[src/rtl/dsp_and_result_checker_pkg.sv]
// ----------------------------------------------------------------------------
// dsp_and_result_checker_pkg
// Shared definitions for the DSP AND result checker:
//   - chk_state_e : checker FSM states
//   - NO_ERR_IDX  : first_err_idx value meaning "no mismatch seen"
//   - sat_inc16   : saturating 16-bit increment used by the error counter
// ----------------------------------------------------------------------------
package dsp_and_result_checker_pkg;

    typedef enum logic [1:0] {
        StIdle  = 2'd0,
        StRun   = 2'd1,
        StDrain = 2'd2,
        StDone  = 2'd3
    } chk_state_e;

    localparam logic [15:0] NO_ERR_IDX = 16'hFFFF;

    function automatic logic [15:0] sat_inc16(input logic [15:0] v);
        return (v == 16'hFFFF) ? v : v + 16'd1;
    endfunction

endpackage

[src/rtl/chk_delay_line.sv]
// ----------------------------------------------------------------------------
// chk_delay_line
// LATENCY-deep shift line carrying {valid, expected} alongside the DSP AND
// pipeline, so each expected value reaches the output in the same cycle as
// the matching DSP result.
// Ports:
//   i_clock : clock, rising edge
//   i_reset : asynchronous active-high reset, clears every stage (all invalid)
//   i_data  : entry pushed every cycle
//   o_data  : oldest entry (pushed LATENCY edges ago)
// ----------------------------------------------------------------------------
module chk_delay_line
    import dsp_and_result_checker_pkg::*;
#(
    parameter int unsigned WIDTH   = 9,
    parameter int unsigned LATENCY = 2
) (
    input  logic             i_clock,
    input  logic             i_reset,
    input  logic [WIDTH-1:0] i_data,
    output logic [WIDTH-1:0] o_data
);

    logic [WIDTH-1:0] r_stage [LATENCY];

    always_ff @(posedge i_clock or posedge i_reset) begin
        if (i_reset) begin
            for (int i = 0; i < int'(LATENCY); i++) begin
                r_stage[i] <= '0;
            end
        end else begin
            r_stage[0] <= i_data;
            for (int i = 1; i < int'(LATENCY); i++) begin
                r_stage[i] <= r_stage[i-1];
            end
        end
    end

    assign o_data = r_stage[LATENCY-1];

endmodule

[config.mk]
export PLATFORM = sky130hd
export DESIGN_NAME = chk_delay_line
export DESIGN_NICKNAME = d
export VERILOG_FILES = /design/src/rtl/dsp_and_result_checker_pkg.sv /design/src/rtl/chk_delay_line.sv
export SDC_FILE = /design/constraint.sdc
export NUM_CORES = 1
export LEC_CHECK = 0
export ABC_AREA = 1
export BUFFER_PORTS_ARGS = -buffer_cell sky130_fd_sc_hd__buf_4
export CAP_MARGIN = 20
export CORE_MARGIN = 2
export CORE_UTILIZATION = 30
export CTS_CLUSTER_DIAMETER = 150
export CTS_CLUSTER_SIZE = 40
export DETAILED_ROUTE_END_ITERATION = 6
export HOLD_SLACK_MARGIN = 0.12
export PLACE_DENSITY = 0.64
export SLEW_MARGIN = 10
export SYNTH_ARGS = -nofsm -noshare
export SYNTH_HDL_FRONTEND = slang
export SYNTH_SLANG_ARGS = --single-unit
[constraint.sdc]
create_clock -name i_clock -period 0.8 [get_ports i_clock]
set_input_delay 0.2 -clock i_clock [delete_from_list [all_inputs] [get_ports i_clock]]
set_output_delay 0.2 -clock i_clock [all_outputs]
set_load 0.03 [all_outputs]
==> qor.txt, run 1 <==
XOR/XNOR share of the synthesized area: 0%
Fin Hold WS: 352 ps
WS Path Type: reg -> out
CP endpoint kind: output port
Worst Path Max Fanout: 1
Power Density: 1980 mW/mm^2
Failing checks: negative setup slack
Fin. max-slew vios: 0
Core ar.: 0.00169 sq mm
Die H: 45.7 um
Worst slew pin tran: 129 ps
Final #Nets: 66
Vias per cell: 3.70
RSZ-0062 raised after global routing: yes
Clock Skews: 3.67 ps
Async SR Flop Fraction: 100%
Syn Inst Count: 28
Global routing's busiest layer: met2
Final hold vios: 0
Multi-In Gates: 0
CTS tree: done
Post-synth top area cell: dfrtp_1
DRT antenna net count: 0
DRT Wirelength: 555 um
Clock Sinks: 18
CP max stage delay: 380 ps
WL per Instance: 7.93 um
Slew headroom: 91.4%
Crit start category: flop
Seq cells post-synth: 18
Crit path cell chain: buf_6
Area delta synth->final: 51.3%
Cell family with most CP delay: flip-flops
CTS root buf: clkbuf_4
Library cells used by synthesis: 3
Yosys top cell area share: 86.3%
Final worst path period need: 1000 ps
Sequential-to-total area share from yosys stat: 86.3%
H-Tree Level Count: 1
Clock buffer depth: 2
Num CTS Buffers: 3
CP Data Arrival Time: 800 ps
Post-CTS Setup Repair Bufs: 0
Ys flop type: dfrtp_1
Die W: 45.7 um
Met2 Use GR: 8.73%
Pre-Repair DR Iteration Count: 2
DIE AREA: 0.00209 sq mm
Reg clk slew, reported paths: 80 ps
Worst setup margin: -200 ps
MaxCap Viol Count: 0
Largest family of logic cells by synthesized area: buffers and inverters
Worst IR drop on VDD: 0.683 mV
Fill count: 148
Synth top area cells: dfrtp_1 (86%), buf_4 (13%), inv_1 (0.72%)
Post-Synth Adder-Cell Area: 0%
Total GRT Usage: 5.89%
Endpoints failing setup: 9
Initial antenna violation count: 0
Mux share of post-synthesis cell area: 0%
Compound-cell area share of the yosys netlist: 0%
M3 GR Usage: 1.19%
Clk_lat worst skew: 280 ps
Mean post-synth cell area: 18.6 sq um
Leakage: 0.383 nW
# IOs: 20
Total number of vias: 259
Simple-gate area share of the yosys netlist: 0%
N_diodes: 0
First-pass GRT wire length: 779 um
Rows: 15
Worst Hold Class: reg -> reg
Status: finished with violations
Worst path required time: 600 ps
Vias in the first global route: 227
# port buffers: 19
Met1 GRT Util: 5.67%
Worst path slowest cell: dfrtp_1
Grt ovf: 0
Commonest cells in the netlist: dfrtp_1 (18), buf_4 (9), inv_1 (1)
Initial core utilization: 30.9%
Multi-input logic area: 0 sq um
Ys Warns: 0
Fmax: 1000 MHz
Routability cong.: 0.560
Most common cell in the netlist: dfrtp_1
Largest net degree at the start of global routing: 12
Share of cells above drive strength 1: 45.3%
Synth Net Count: 39
Worst path bufs/invs: 1
Residual DRC: 0
Initial DRC count: 1
Final worst-path cycle share: 125%
HPWL after detailed placement: 431 um
Synth Cell Area: 522 sq um
Post-synth EDFFs: 0
Dpl ws: 88.5 ps
routing by layer:
metal,vias up,part of all wire [%]
met4,0,2.5
met5,-,0
met3,2,3.8
met2,12,53
li1,125,-
met1,120,40
flip-flops by register name, summed over array words and instances, names as in the netlist:
register / count
o_data: 9
r_stage: 9
where the power goes:
group | internal, mW | switching [mW]
Combinational | 0.112 | 0.0846
Clock | 0.175 | 0.224
Sequential | 0.955 | 0.0150
Total | 1.24 | 0.324
per-stage QoR:
step                TNS (ps)  utilization, %  cell area [sq um]  instances  power (mW)
floorplan                  0               -                522         28        1.08
global placement           0            37.5                633         57        1.13
detailed placement         0            37.5                633         57        1.13
CTS                    -1840            46.7                790         70        1.59
global route           -2050            46.7                790         70        1.64
finish                 -1720            46.7                790         70        1.57
cell usage in the layout, fill, tap and decap left out, drive strengths merged:
cell and n:
dfrtp 18, clkbuf 3, inv 1, dlygate4sd3 10, buf 21
final timing paths:
kind / start / to / slack (ps) / cells after the start
min in group asynchronous: i_reset / o_data[3] / 440 / 4
max reg2reg: r_stage[12] / o_data[3] / 320 / 0
max: o_data[4] / o_data[4] / -200 / 1
min reg2reg: r_stage[11] / o_data[2] / 350 / 0
min: r_stage[11] / o_data[2] / 350 / 0
max in group asynchronous: i_reset / r_stage[15] / 200 / 4
kinds of logic (layout without fill, tap and decap cells):
kind of cell,after synthesis,count (layout)
buf+inv,10,35
flops,18,18
timing repair:
item / in CTS / in global routing
hold buffers: 10 / 0
resized for setup: 9 / 0
endpoints found under the setup margin: 9 / 9
pin swaps: 0 / 0
endpoints found under the hold margin: 27 / 0
area by class of cell:
class | count | area, sq um | share of cell area [%]
repair buffers | 31 | 292 | 36.9
clock buffers | 3 | 22.5 | 2.85
flip-flops and latches | 18 | 450 | 57.1
well taps | 17 | 21.3 | 2.69
inverters | 1 | 3.75 | 0.475
Note: power is estimated with default switching activity, not from simulation.
==> run 2, diff against run 1 <==
--- a/config.mk
+++ b/config.mk
@@ -8,13 +8,13 @@
 export ABC_AREA = 1
 export BUFFER_PORTS_ARGS = -buffer_cell sky130_fd_sc_hd__buf_4
 export CAP_MARGIN = 20
-export CORE_MARGIN = 2
-export CORE_UTILIZATION = 30
+export CORE_AREA = 2 2 39 41
 export CTS_CLUSTER_DIAMETER = 150
 export CTS_CLUSTER_SIZE = 40
 export DETAILED_ROUTE_END_ITERATION = 6
+export DIE_AREA = 0 0 41 43
 export HOLD_SLACK_MARGIN = 0.12
-export PLACE_DENSITY = 0.64
+export PLACE_DENSITY = 0.77
 export SLEW_MARGIN = 10
 export SYNTH_ARGS = -nofsm -noshare
 export SYNTH_HDL_FRONTEND = slang
==> qor.txt, run 2 (synthesis gave the netlist of run 1 again) <==
Worst setup margin: -204 ps (-4.03 ps)
Clock buffer depth: 2 (unchanged)
DRT Wirelength: 752 um (+35%)
Dpl ws: 78.9 ps (-9.67 ps)
Total number of vias: 266 (+2.7%)
# port buffers: 19 (unchanged)
Worst path required time: 600 ps (about the same)
WS Path Type: reg -> out
MaxCap Viol Count: 0 (unchanged)
Worst Path Max Fanout: 1 (unchanged)
Leakage: 0.383 nW (unchanged)
Reg clk slew, reported paths: 80 ps (about the same)
Worst slew pin tran: 138 ps (+9.22 ps)
Crit path cell chain: buf_6
CTS root buf: clkbuf_4
RSZ-0062 raised after global routing: yes
Worst path bufs/invs: 1 (unchanged)
DRT antenna net count: 0 (unchanged)
Final worst path period need: 1000 ps (+4.03 ps)
Final worst-path cycle share: 125% (+0.50 points)
Crit start category: flop
Vias in the first global route: 310 (+37%)
H-Tree Level Count: 1 (unchanged)
Fill count: 103 (-30%)
Final #Nets: 66 (unchanged)
Final hold vios: 0 (unchanged)
Share of cells above drive strength 1: 45.3% (unchanged)
Post-route cell area: 788 sq um (-0.16%)
CP Data Arrival Time: 800 ps (about the same)
Core ar.: 0.00138 sq mm (-18%)
Fmax: 996 MHz (-0.40%)
Total GRT Usage: 12.0% (+6.1 points)
Clock Skews: 2.60 ps (-1.07 ps)
Routability cong.: 0.595 (+6.2%)
Commonest non-fill, non-tap cells in the layout: dfrtp_1 (18), buf_4 (12), dlygate4sd3_1 (10)
CP max stage delay: 390 ps (about the same)
Num CTS Buffers: 3 (unchanged)
Die W: 41 um (-10%)
First-pass GRT wire length: 1270 um (+63%)
WL per Instance: 10.9 um (+37%)
Worst IR drop on VDD: 0.937 mV (+37%)
Initial DRC count: 0 (-1)
Multi-In Gates: 0 (unchanged)
N_diodes: 0 (unchanged)
Initial core utilization: 37.7% (+6.8 points)
Largest net degree at the start of global routing: 12 (unchanged)
Endpoints failing setup: 9 (unchanged)
Worst Hold Class: reg -> reg
# IOs: 20 (unchanged)
Cell family with most CP delay: flip-flops
Grt ovf: 0 (unchanged)
Post-CTS Setup Repair Bufs: 0 (unchanged)
CP endpoint kind: output port
Power Density: 1990 mW/mm^2 (+0.38%)
DIE AREA: 0.00176 sq mm (-16%)
Post-layout util: 57.0% (+10 points)
Multi-input logic area: 0 sq um (unchanged)
Clk_lat worst skew: 270 ps (about the same)
Pre-Repair DR Iteration Count: 1 (-1)
Initial antenna violation count: 0 (unchanged)
Fin. max-slew vios: 0 (unchanged)
Failing checks: negative setup slack
Residual DRC: 0 (unchanged)
Die H: 43 um (-5.9%)
Vias per cell: 3.86 (+4.2%)
Most common cell after layout, fill and taps aside: dfrtp_1
CTS tree: done
Slew headroom: 90.8% (-0.61 points)
Worst path slowest cell: dfrtp_1
Status: finished with violations
Rows: 14 (-1)
Area delta synth->final: 51.1%
Placed instance area: 632 sq um (-0.20%)
Clock Sinks: 18 (unchanged)
-- run 2: cell counts in the layout (fill, tap and decap cells not counted) --
No cell type changed its count.
-- run 2: cell type report --
class                 instances  area [sq um]  share of cell area, %
sequential                   18           450                   57.1
timing repair buffer         31           292                   37.0
inverter                      1          3.75                  0.476
tap                          16          20.0                   2.54
clock buffer                  3          22.5                   2.86
-- run 2: what timing repair did --
item / CTS / global route
hold buffers: 10 / 0
gates resized for setup: 9 / 0
setup endpoints to repair: 9 / 9
hold endpoints to repair: 27 / 0
-- run 2: layer usage --
layer  vias up  track usage [%]  wire [um]
met2        13             18.4        440
met1       126             11.8        252
li1        125                -          -
met4         0             14.0         19
met5         -                0          0
met3         2             1.57         39
-- run 2: path summary, 6_finish.rpt --
| kind | from | end | slack [ps] | cells after the start |
|---|---|---|---|---|
| max | o_data[8] | o_data[8] | -200 | 1 |
| min | r_stage[11] | o_data[2] | 350 | 0 |
| max reg2reg | r_stage[16] | o_data[7] | 320 | 0 |
| min reg2reg | r_stage[11] | o_data[2] | 350 | 0 |
| max in group asynchronous | i_reset | r_stage[13] | 190 | 4 |
| min in group asynchronous | i_reset | o_data[8] | 450 | 4 |
-- run 2: per-stage QoR --
| stage | hold WS [ps] | total power, mW | instances | setup TNS, ps |
|---|---|---|---|---|
| 2_1_floorplan | 139 | 1.08 | 28 | 0 |
| 3_3_place_gp | 190 | 1.13 | 56 | 0 |
| 3_5_place_dp | 197 | 1.14 | 56 | 0 |
| 4_1_cts | 355 | 1.60 | 69 | -1920 |
| 5_1_grt | 361 | 1.65 | 69 | -2060 |
| 6_report | 353 | 1.57 | 69 | -1750 |
-- run 2: power breakdown --
part,total (mW),switching (mW),internal [mW]
Clock,0.398,0.223,0.174
Combinational,0.199,0.0867,0.112
Sequential,0.972,0.0175,0.955
==> run 3, diff against run 2 <==
--- a/config.mk
+++ b/config.mk
@@ -15,6 +15,7 @@
 export DIE_AREA = 0 0 41 43
 export HOLD_SLACK_MARGIN = 0.12
 export PLACE_DENSITY = 0.77
+export REMOVE_ABC_BUFFERS = 1
 export SLEW_MARGIN = 10
 export SYNTH_ARGS = -nofsm -noshare
 export SYNTH_HDL_FRONTEND = slang
==> qor.txt, run 3 (synthesis gave the netlist of run 1 again) <==
Status: finished with violations
Failing checks: negative setup slack
Worst path required time: 600 ps (about the same)
Placed Cells: 55 (-1.8%)
Final worst-path cycle share: 127% (+1.2 points)
CTS root buf: clkbuf_4
Worst path slowest cell: dfrtp_1
Grt ovf: 0 (unchanged)
Endpoints failing setup: 9 (unchanged)
Multi-input logic area: 0 sq um (unchanged)
Clock Skews: 0.783 ps (-1.82 ps)
Total number of vias: 264 (-0.75%)
Final worst path period need: 1010 ps (+9.36 ps)
CP endpoint kind: output port
Clk_lat worst skew: 280 ps (about the same)
Leakage: 0.385 nW (+0.62%)
RSZ-0062 raised after global routing: yes
WL per Instance: 10.1 um (-7.3%)
Final Instance Count excl. Fillers: 69 (unchanged)
Power Density: 2120 mW/mm^2 (+6.3%)
Routability cong.: 0.612 (+2.9%)
MaxCap Viol Count: 0 (unchanged)
Final hold vios: 0 (unchanged)
Slew headroom: 85.7% (-5.1 points)
WS Path Type: reg -> out
Worst IR drop on VDD: 0.871 mV (-7.0%)
Share of cells above drive strength 1: 45.3% (unchanged)
Core ar.: 0.00138 sq mm (unchanged)
Fin. max-slew vios: 0 (unchanged)
Clock buffer depth: 2 (unchanged)
Most common cell after layout, fill and taps aside: dfrtp_1
Rows: 14 (unchanged)
Die W: 41 um (unchanged)
First-pass GRT wire length: 1060 um (-17%)
CTS tree: done
Fmax: 987 MHz (-0.92%)
HPWL after detailed placement: 454 um
Total GRT Usage: 10.5% (-1.5 points)
Post-layout util: 57.4% (+0.45 points)
Worst Hold Class: reg -> reg
DRT antenna net count: 0 (unchanged)
Crit start category: flop
Vias in the first global route: 245 (-21%)
CP max stage delay: 390 ps (about the same)
CP Data Arrival Time: 810 ps (about the same)
Worst Path Max Fanout: 1 (unchanged)
Crit path cell chain: buf_6
Clock Sinks: 18 (unchanged)
H-Tree Level Count: 1 (unchanged)
Final #Nets: 65 (-1.5%)
Residual DRC: 0 (unchanged)
Die H: 43 um (unchanged)
Area delta synth->final: 52.3%
Worst path bufs/invs: 1 (unchanged)
Multi-In Gates: 0 (unchanged)
N_diodes: 0 (unchanged)
# IOs: 20 (unchanged)
Cell family with most CP delay: flip-flops
Num CTS Buffers: 3 (unchanged)
Pre-Repair DR Iteration Count: 4 (+3)
DRT Wirelength: 697 um (-7.3%)
Reg clk slew, reported paths: 90 ps (about the same)
Post-CTS Setup Repair Bufs: 0 (unchanged)
Largest net degree at the start of global routing: 19 (+7)
# port buffers: 19 (unchanged)
Worst slew pin tran: 214 ps (+76.2 ps)
Initial antenna violation count: 0 (unchanged)
Initial DRC count: 3 (+3)
Worst setup margin: -213 ps (-9.36 ps)
DIE AREA: 0.00176 sq mm (unchanged)
Vias per cell: 3.83 (-0.75%)
Initial core utilization: 37.7% (unchanged)
Commonest non-fill, non-tap cells in the layout: dfrtp_1 (18), buf_4 (11), dlygate4sd3_1 (10)
==> run 3: changes by cell type in the layout (fill, tap and decap cells not counted) <==
cell,previous run,this run
buf_4,12,11
clkbuf_8,0,1
==> run 3: path summary, 6_finish.rpt <==
kind / endpoint / cells past startpoint / slack [ps] / from
worst max register to register: o_data[0] / 0 / 320 / r_stage[9]
worst max-delay path: o_data[0] / 1 / -210 / o_data[0]
max in group asynchronous: o_data[7] / 4 / 140 / i_reset
min in group asynchronous: o_data[5] / 4 / 480 / i_reset
worst min register to register: o_data[8] / 0 / 360 / r_stage[17]
worst min-delay path: o_data[8] / 0 / 360 / r_stage[17]
==> run 3: repair_timing <==
action,CTS,global route
hold buffers,10,0
hold endpoints to repair,27,0
resized for setup,9,0
setup endpoints to repair,9,9
==> run 3: final cells by class <==
class                   count  area [sq um]
clock buffers               4          36.3
well taps                  16          20.0
flip-flops and latches     18           450
inverters                   1          3.75
fillers                   110           589
repair buffers             30           284
==> run 3: where the power goes <==
group | total (mW) | switching, mW | leakage [nW] | internal (mW)
clock network | 0.515 | 0.238 | 0.0210 | 0.277
registers | 0.971 | 0.0160 | 0.210 | 0.955
logic | 0.195 | 0.0864 | 0.154 | 0.109
total | 1.68 | 0.340 | 0.385 | 1.34
==> run 3: routing by layer <==
layer  wire length [um]  GRT usage (%)
met5                  0              0
met3                 51           1.57
met1                228           10.8
met4                 23           14.0
met2                393           14.7
==> run 3: per-stage QoR <==
stage               cell area [sq um]  total power [mW]  worst slack [ps]  hold slack [ps]  TNS, ps
finish                            795              1.68              -213              356    -1770
global route                      795              1.77              -263              363    -2110
CTS                               795              1.72              -236              359    -1950
detailed placement                624              1.13              79.6              229        0
global placement                  624              1.12               102              224        0
floorplan                         454              1.04               133              139        0
